File: src/rtl/framebuf_pkg.sv
// framebuf_pkg: shared widths and scan-out state type for the frame buffer scan-out block
package framebuf_pkg;
  localparam int FB_ADDR_W = 13;
  localparam int FB_DATA_W = 16;
  typedef enum logic [1:0] {IDLE, FETCH, DRAIN} scan_state_t;
endpackage

File: src/rtl/framebuf_scanout_fifo.sv
// framebuf_scanout_fifo: synchronous first-word-fall-through FIFO
// Ports: clk, reset (sync, active-high), wr/din push, rd pop, dout = head, full, empty.
// A push while full is taken when a pop happens in the same cycle.
module framebuf_scanout_fifo #(
  parameter int W = 16,
  parameter int DEPTH = 4
) (
  input  logic         clk,
  input  logic         reset,
  input  logic         wr,
  input  logic [W-1:0] din,
  input  logic         rd,
  output logic [W-1:0] dout,
  output logic         full,
  output logic         empty
);
  localparam int AW = $clog2(DEPTH);
  localparam int CW = AW + 1;
  logic [W-1:0] mem [DEPTH];
  logic [AW-1:0] wp, rp;
  logic [CW-1:0] cnt;
  logic we, re;
  assign full = cnt == CW'(DEPTH);
  assign empty = cnt == '0;
  assign we = wr & (~full | rd);
  assign re = rd & ~empty;
  assign dout = mem[rp];
  always_ff @(posedge clk) begin
    if (reset) begin
      wp <= '0;
      rp <= '0;
      cnt <= '0;
    end else begin
      if (we) wp <= wp + 1'b1;
      if (re) rp <= rp + 1'b1;
      cnt <= cnt + CW'(we) - CW'(re);
    end
  end
  always_ff @(posedge clk)
    if (we) mem[wp] <= din;
endmodule

File: src/rtl/framebuf_scanout.sv
// framebuf_scanout: fetches one frame from a frame buffer read port and streams it out in slices
// Ports: clk, reset (sync, active-high); frame_start/bank_sel request a frame;
// address2/chipselect2/clken2/write2/byteenable2/writedata2/readdata2 form the read port (data 1 cycle after strobe);
// st_data/st_valid/st_ready/st_sop/st_eop form the output stream; busy and sticky overrun are status.
// Optional: define FRAMEBUF_SCANOUT_DBLBUF_EN to place the latched bank_sel on address2[12].
module framebuf_scanout
  import framebuf_pkg::*;
#(
  parameter int FRAME_WORDS = 8192,
  parameter int SLICE_WORDS = 64,
  parameter int FIFO_DEPTH = 4
) (
  input  logic                 clk,
  input  logic                 reset,
  input  logic                 frame_start,
  input  logic                 bank_sel,
  output logic [FB_ADDR_W-1:0] address2,
  output logic                 chipselect2,
  output logic                 clken2,
  output logic                 write2,
  output logic [1:0]           byteenable2,
  output logic [FB_DATA_W-1:0] writedata2,
  input  logic [FB_DATA_W-1:0] readdata2,
  output logic [FB_DATA_W-1:0] st_data,
  output logic                 st_valid,
  input  logic                 st_ready,
  output logic                 st_sop,
  output logic                 st_eop,
  output logic                 busy,
  output logic                 overrun
);
  localparam int CW = 14;
  localparam int UW = $clog2(FIFO_DEPTH) + 1;
  scan_state_t state;
  logic [CW-1:0] n, oidx, sidx;
  logic [FB_ADDR_W-1:0] addr_q;
  logic [UW-1:0] used;
  logic [FB_DATA_W-1:0] head;
  logic cs, rd_vld, bank, ovr, empty, pop, room, start, issue;
  logic unused_full, unused_bits;
  assign pop = ~empty & st_ready;
  // used counts buffered plus in-flight words; a pop this cycle frees a slot for the next read
  assign room = (used < UW'(FIFO_DEPTH)) | pop;
  assign start = frame_start & (state == IDLE);
  assign issue = start | ((state == FETCH) & room);
  always_ff @(posedge clk) begin
    if (reset) begin
      state <= IDLE;
      n <= '0;
      oidx <= '0;
      sidx <= '0;
      addr_q <= '0;
      used <= '0;
      cs <= 1'b0;
      rd_vld <= 1'b0;
      bank <= 1'b0;
      ovr <= 1'b0;
    end else begin
      rd_vld <= cs;
      cs <= issue;
      used <= used + UW'(issue) - UW'(pop);
      ovr <= ovr | (frame_start & (state != IDLE));
      if (issue) begin
        addr_q <= start ? '0 : n[FB_ADDR_W-1:0];
        n <= start ? CW'(1) : n + 1'b1;
      end
      if (start) bank <= bank_sel;
      if (start) begin
        oidx <= '0;
        sidx <= '0;
      end else if (pop) begin
        oidx <= oidx + 1'b1;
        sidx <= (sidx == CW'(SLICE_WORDS - 1)) ? '0 : sidx + 1'b1;
      end
      if (start) state <= FETCH;
      else if ((state == FETCH) & issue & (n == CW'(FRAME_WORDS - 1))) state <= DRAIN;
      else if ((state == DRAIN) & pop & (oidx == CW'(FRAME_WORDS - 1))) state <= IDLE;
    end
  end
  framebuf_scanout_fifo #(.W(FB_DATA_W), .DEPTH(FIFO_DEPTH)) u_fifo (
    .clk(clk),
    .reset(reset),
    .wr(rd_vld),
    .din(readdata2),
    .rd(pop),
    .dout(head),
    .full(unused_full),
    .empty(empty)
  );
`ifdef FRAMEBUF_SCANOUT_DBLBUF_EN
  if (FRAME_WORDS > 4096) begin : g_size_chk
    $error("FRAME_WORDS must not exceed 4096 with double buffering");
  end
  assign address2 = {bank, addr_q[11:0]};
  assign unused_bits = addr_q[12];
`else
  assign address2 = addr_q;
  assign unused_bits = bank;
`endif
  assign chipselect2 = cs;
  assign clken2 = cs;
  assign write2 = 1'b0;
  assign byteenable2 = 2'b11;
  assign writedata2 = '0;
  assign st_valid = ~empty;
  assign st_data = empty ? '0 : head;
  assign st_sop = ~empty & (sidx == '0);
  assign st_eop = ~empty & (sidx == CW'(SLICE_WORDS - 1));
  assign busy = state != IDLE;
  assign overrun = ovr;
endmodule

File: config.mk
export PLATFORM = sky130hd
export DESIGN_NAME = framebuf_scanout
export DESIGN_NICKNAME = d
export VERILOG_FILES = /design/src/rtl/framebuf_pkg.sv /design/src/rtl/framebuf_scanout_fifo.sv /design/src/rtl/framebuf_scanout.sv
export SDC_FILE = /design/constraint.sdc
export NUM_CORES = 1
export LEC_CHECK = 0
export CAP_MARGIN = 20
export CORE_ASPECT_RATIO = 0.9
export CORE_UTILIZATION = 50
export CTS_CLUSTER_SIZE = 20
export DETAILED_ROUTE_END_ITERATION = 6
export PLACE_DENSITY = 0.73
export SLEW_MARGIN = 5
export SYNTH_ARGS = -nofsm -noshare
export SYNTH_HDL_FRONTEND = slang
export SYNTH_SLANG_ARGS = --single-unit
File: constraint.sdc
create_clock -name clk -period 4.1 [get_ports clk]
set_input_delay 0.82 -clock clk [delete_from_list [all_inputs] [get_ports clk]]
set_output_delay 0.82 -clock clk [all_outputs]
set_load 0.02 [all_outputs]
==> impl_results.md <==
* DRT antenna net count at 0
* Worst setup path end: st_data[4]
* Post-synthesis register bit count at 136
* PwrDens at 557.4 nW/µm²
* Htree depth at 4
* Slew Limit Headroom at 42.39%
* Multi-input logic area at 2242 µm²
* Max FO, Critical Path at 18
* First-pass GRT wire length at 17.91 mm
* Hold crit path type: flip-flop to flip-flop
* Buf/Inv on CP at 2
* FILL cells at 935
* Worst EP arrival at 2.54 ns
* Commonest non-fill, non-tap cells in the layout: 72 x dfxtp_1, 64 x edfxtp_1, 55 x clkdlybuf4s50_1
* Crit Path Category: flip-flop to output port
* Initial antenna violation count at 0
* Post-CTS sizing at 0
* Via/cell ratio at 5.345
* Synth Instances at 487
* Sequential Area at 3363 µm²
* Die area at 12080 µm²
* R2R depth at 9
* Area Growth Syn to Fin at 20.18%
* Clock buffer depth at 2
* Diodes inserted at 0
* Routed WL at 10.97 mm
* CTS Hold Bufs at 0
* Fmax at 0.2980 GHz
* Initial core utilization at 51.13%
* Max-cap violations at 0
* Clock sinks at 136
* Worst Max-Slew Pin Slew at 0.8641 ns
* Reg2Reg Launch Point: u_fifo.cnt[1]$_SDFF_PP0_
* GPL Wtd Cong at 0.7620
* Register area share after synthesis at 57.76%
* CORE AREA at 11390 µm²
* Worst-Skew Late Latency at 0.42 ns
* Final WS setup at 0.7437 ns
* Asr flop ratio synth at 0%
* GRT Residual Overflow at 0
* CP max stage cell: clkdlybuf4s50_1
* Fin Setup TNS at 0 ns
* TritonCTS Buffers at 17
* Period minus WS final at 3.356 ns
* Die width at 115.8 µm
* Setup WS pre-CTS at 0.5276 ns
* Synthesized cell area at 5823 µm²
* Final hold vios at 0
* Worst R2R Setup Slack at 1.27 ns
* Syn Area/Cell at 11.96 µm²
* Yosys cell types at 49
* Maximum vdd drop at 0.3318 mV
* Commonest non-fill, non-tap cell in the layout: dfxtp_1
* Levels on crit path at 4
* Routed len/inst at 15.36 µm
* Ratio of cells with drive above 1 in the final layout at 9.857%
* Postcts setup bufs at 0
* Final worst-path cycle share at 81.86%
* Status: completed
* Cell row count at 37
* Hold WS at 0.4605 ns
* CTS tree: built
* Residual DRC at 0
* Clk_skew at 0.005313 ns
* Max incr delay on CP at 0.54 ns
* IO Pins at 76
* Top_reg_cell synth: dfxtp_1
* Req. time, crit path at 3.28 ns
* Reg2reg end: used[2]$_SDFF_PP0_
* DR iter-0 viols at 215
* CP endpoint kind: output port
* Vias in the first global route at 3753
* Worst setup SP type: flip-flop
* Total GRT Usage at 19.61%
* DRT Pass-1 Iters at 5
* Post-synth EDFFs at 64
* Via count at 3816
* Worst-path cell chain: nor3_1, inv_1, and2_1, clkdlybuf4s50_1
* Worst-path clk slew at 0.06 ns
* Die Ht at 104.4 µm
* Finish-stage setup viols at 0
* Nets@finish at 579
* Critical path's top delay family: buffers and inverters
* Total leakage power at 2.394 nW
* Unrepaired setup endpoints after global routing: no
* Final Max Tran Viols at 0
* Dpl hpwl at 7.110 mm
* Ys Warns at 0
* PortBufs at 55
* Root Driver: clkbuf_16
* Overall power at 0.003901 W
* Largest net degree at the start of global routing at 44
* Crit path launch: u_fifo.cnt[1]$_SDFF_PP0_
==> sequential cells by signal (all words and copies together) (netlist names), named ones only <==
name	cells
u_fifo.wp	2
rd_vld	1
u_fifo.cnt	3
u_fifo.rp	2
state	2
address2	13
used	3
overrun	1
u_fifo.mem	64
chipselect2	1
sidx	14
oidx	14
n	14
==> cells by family (layout without fill, tap and decap cells) <==
family	Yosys count	count (layout)	synth area share (%)
AOI/OAI and AO/OA	56	56	6.403
adders and majority gates	13	13	3.051
and+or+nand+nor	166	166	14.61
xor gates and xnor gates	28	28	4.211
other	2	19	0.1290
muxes	32	32	8.939
buffers and inverters	54	108	4.899
DFF	136	136	57.76
==> power breakdown <==
group          internal, W  switching (W)  total (W)
Combinational     0.000441       0.000481   0.000922
Clock             0.000836       0.000581    0.00142
Sequential         0.00149      0.0000736    0.00156
==> per-stage QoR <==
step	instances	instance area (µm²)	util, %
4_1_cts	713	6993	61.40
2_1_floorplan	504	5887	-
3_3_place_gp	681	6437	56.53
3_5_place_dp	681	6437	56.53
5_1_grt	714	6998	61.45
6_report	714	6998	61.45
==> worst min-delay path, stage by stage, from the launching register on <==
cell and delay, ns:
dfxtp_1 0.30, inv_1 0.04, a221oi_1 0.06
==> cells in the mapped netlist (2+ instances only) <==
cell type / instances / area share, %
nor2_1: 52 / 3.4
a21oi_1: 22 / 1.9
dfxtp_1: 72 / 25
xnor2_1: 17 / 2.6
nor3_1: 6 / 0.52
nor4_1: 5 / 0.54
nor2b_1: 3 / 0.32
o31ai_1: 8 / 1.0
nand3_1: 15 / 1.3
and2_1: 24 / 2.6
ha_1: 11 / 2.4
o21ai_1: 2 / 0.17
and3_1: 3 / 0.32
mux2i_1: 16 / 2.8
buf_2: 6 / 0.52
and4_1: 6 / 0.90
xor2_1: 11 / 1.7
inv_1: 16 / 1.0
fa_1: 2 / 0.69
or3_1: 8 / 0.86
o311ai_0: 2 / 0.30
buf_4: 20 / 2.6
mux4_2: 16 / 6.2
edfxtp_1: 64 / 33
conb_1: 2 / 0.13
o211ai_1: 2 / 0.26
clkbuf_1: 10 / 0.64
or4_1: 7 / 0.90
nand2_1: 24 / 1.5
o21a_1: 2 / 0.26
nand4_1: 9 / 0.97
o21ai_0: 7 / 0.60
==> metal layers <==
| layer | wire [µm] | GRT usage (%) |
|---|---|---|
| met4 | 167 | 8.516 |
| met5 | 0 | 0 |
| met3 | 579 | 6.585 |
| met1 | 4845 | 24.27 |
| met2 | 5378 | 31.09 |
==> worst min-delay path by stage <==
stage                        startpoint                       end  cells past startpoint
2_1_floorplan        n[13]$_SDFFE_PP0P_        n[13]$_SDFFE_PP0P_                      2
3_3_place_gp         n[13]$_SDFFE_PP0P_        n[13]$_SDFFE_PP0P_                      2
3_5_place_dp   address2[0]$_SDFFE_PP0P_  address2[0]$_SDFFE_PP0P_                      2
4_1_cts        address2[0]$_SDFFE_PP0P_  address2[0]$_SDFFE_PP0P_                      2
5_1_grt        address2[0]$_SDFFE_PP0P_  address2[0]$_SDFFE_PP0P_                      2
6_report       address2[0]$_SDFFE_PP0P_  address2[0]$_SDFFE_PP0P_                      2
==> layout make-up <==
cell class | count | area share, %
flip-flops and latches | 136 | 48.06
multi-input cells | 314 | 32.04
repair buffers | 59 | 8.260
clock buffers | 18 | 6.133
well taps | 156 | 2.789
clock inverters | 14 | 1.806
inverters | 17 | 0.9119
Note: power is estimated with default switching activity, not from simulation.
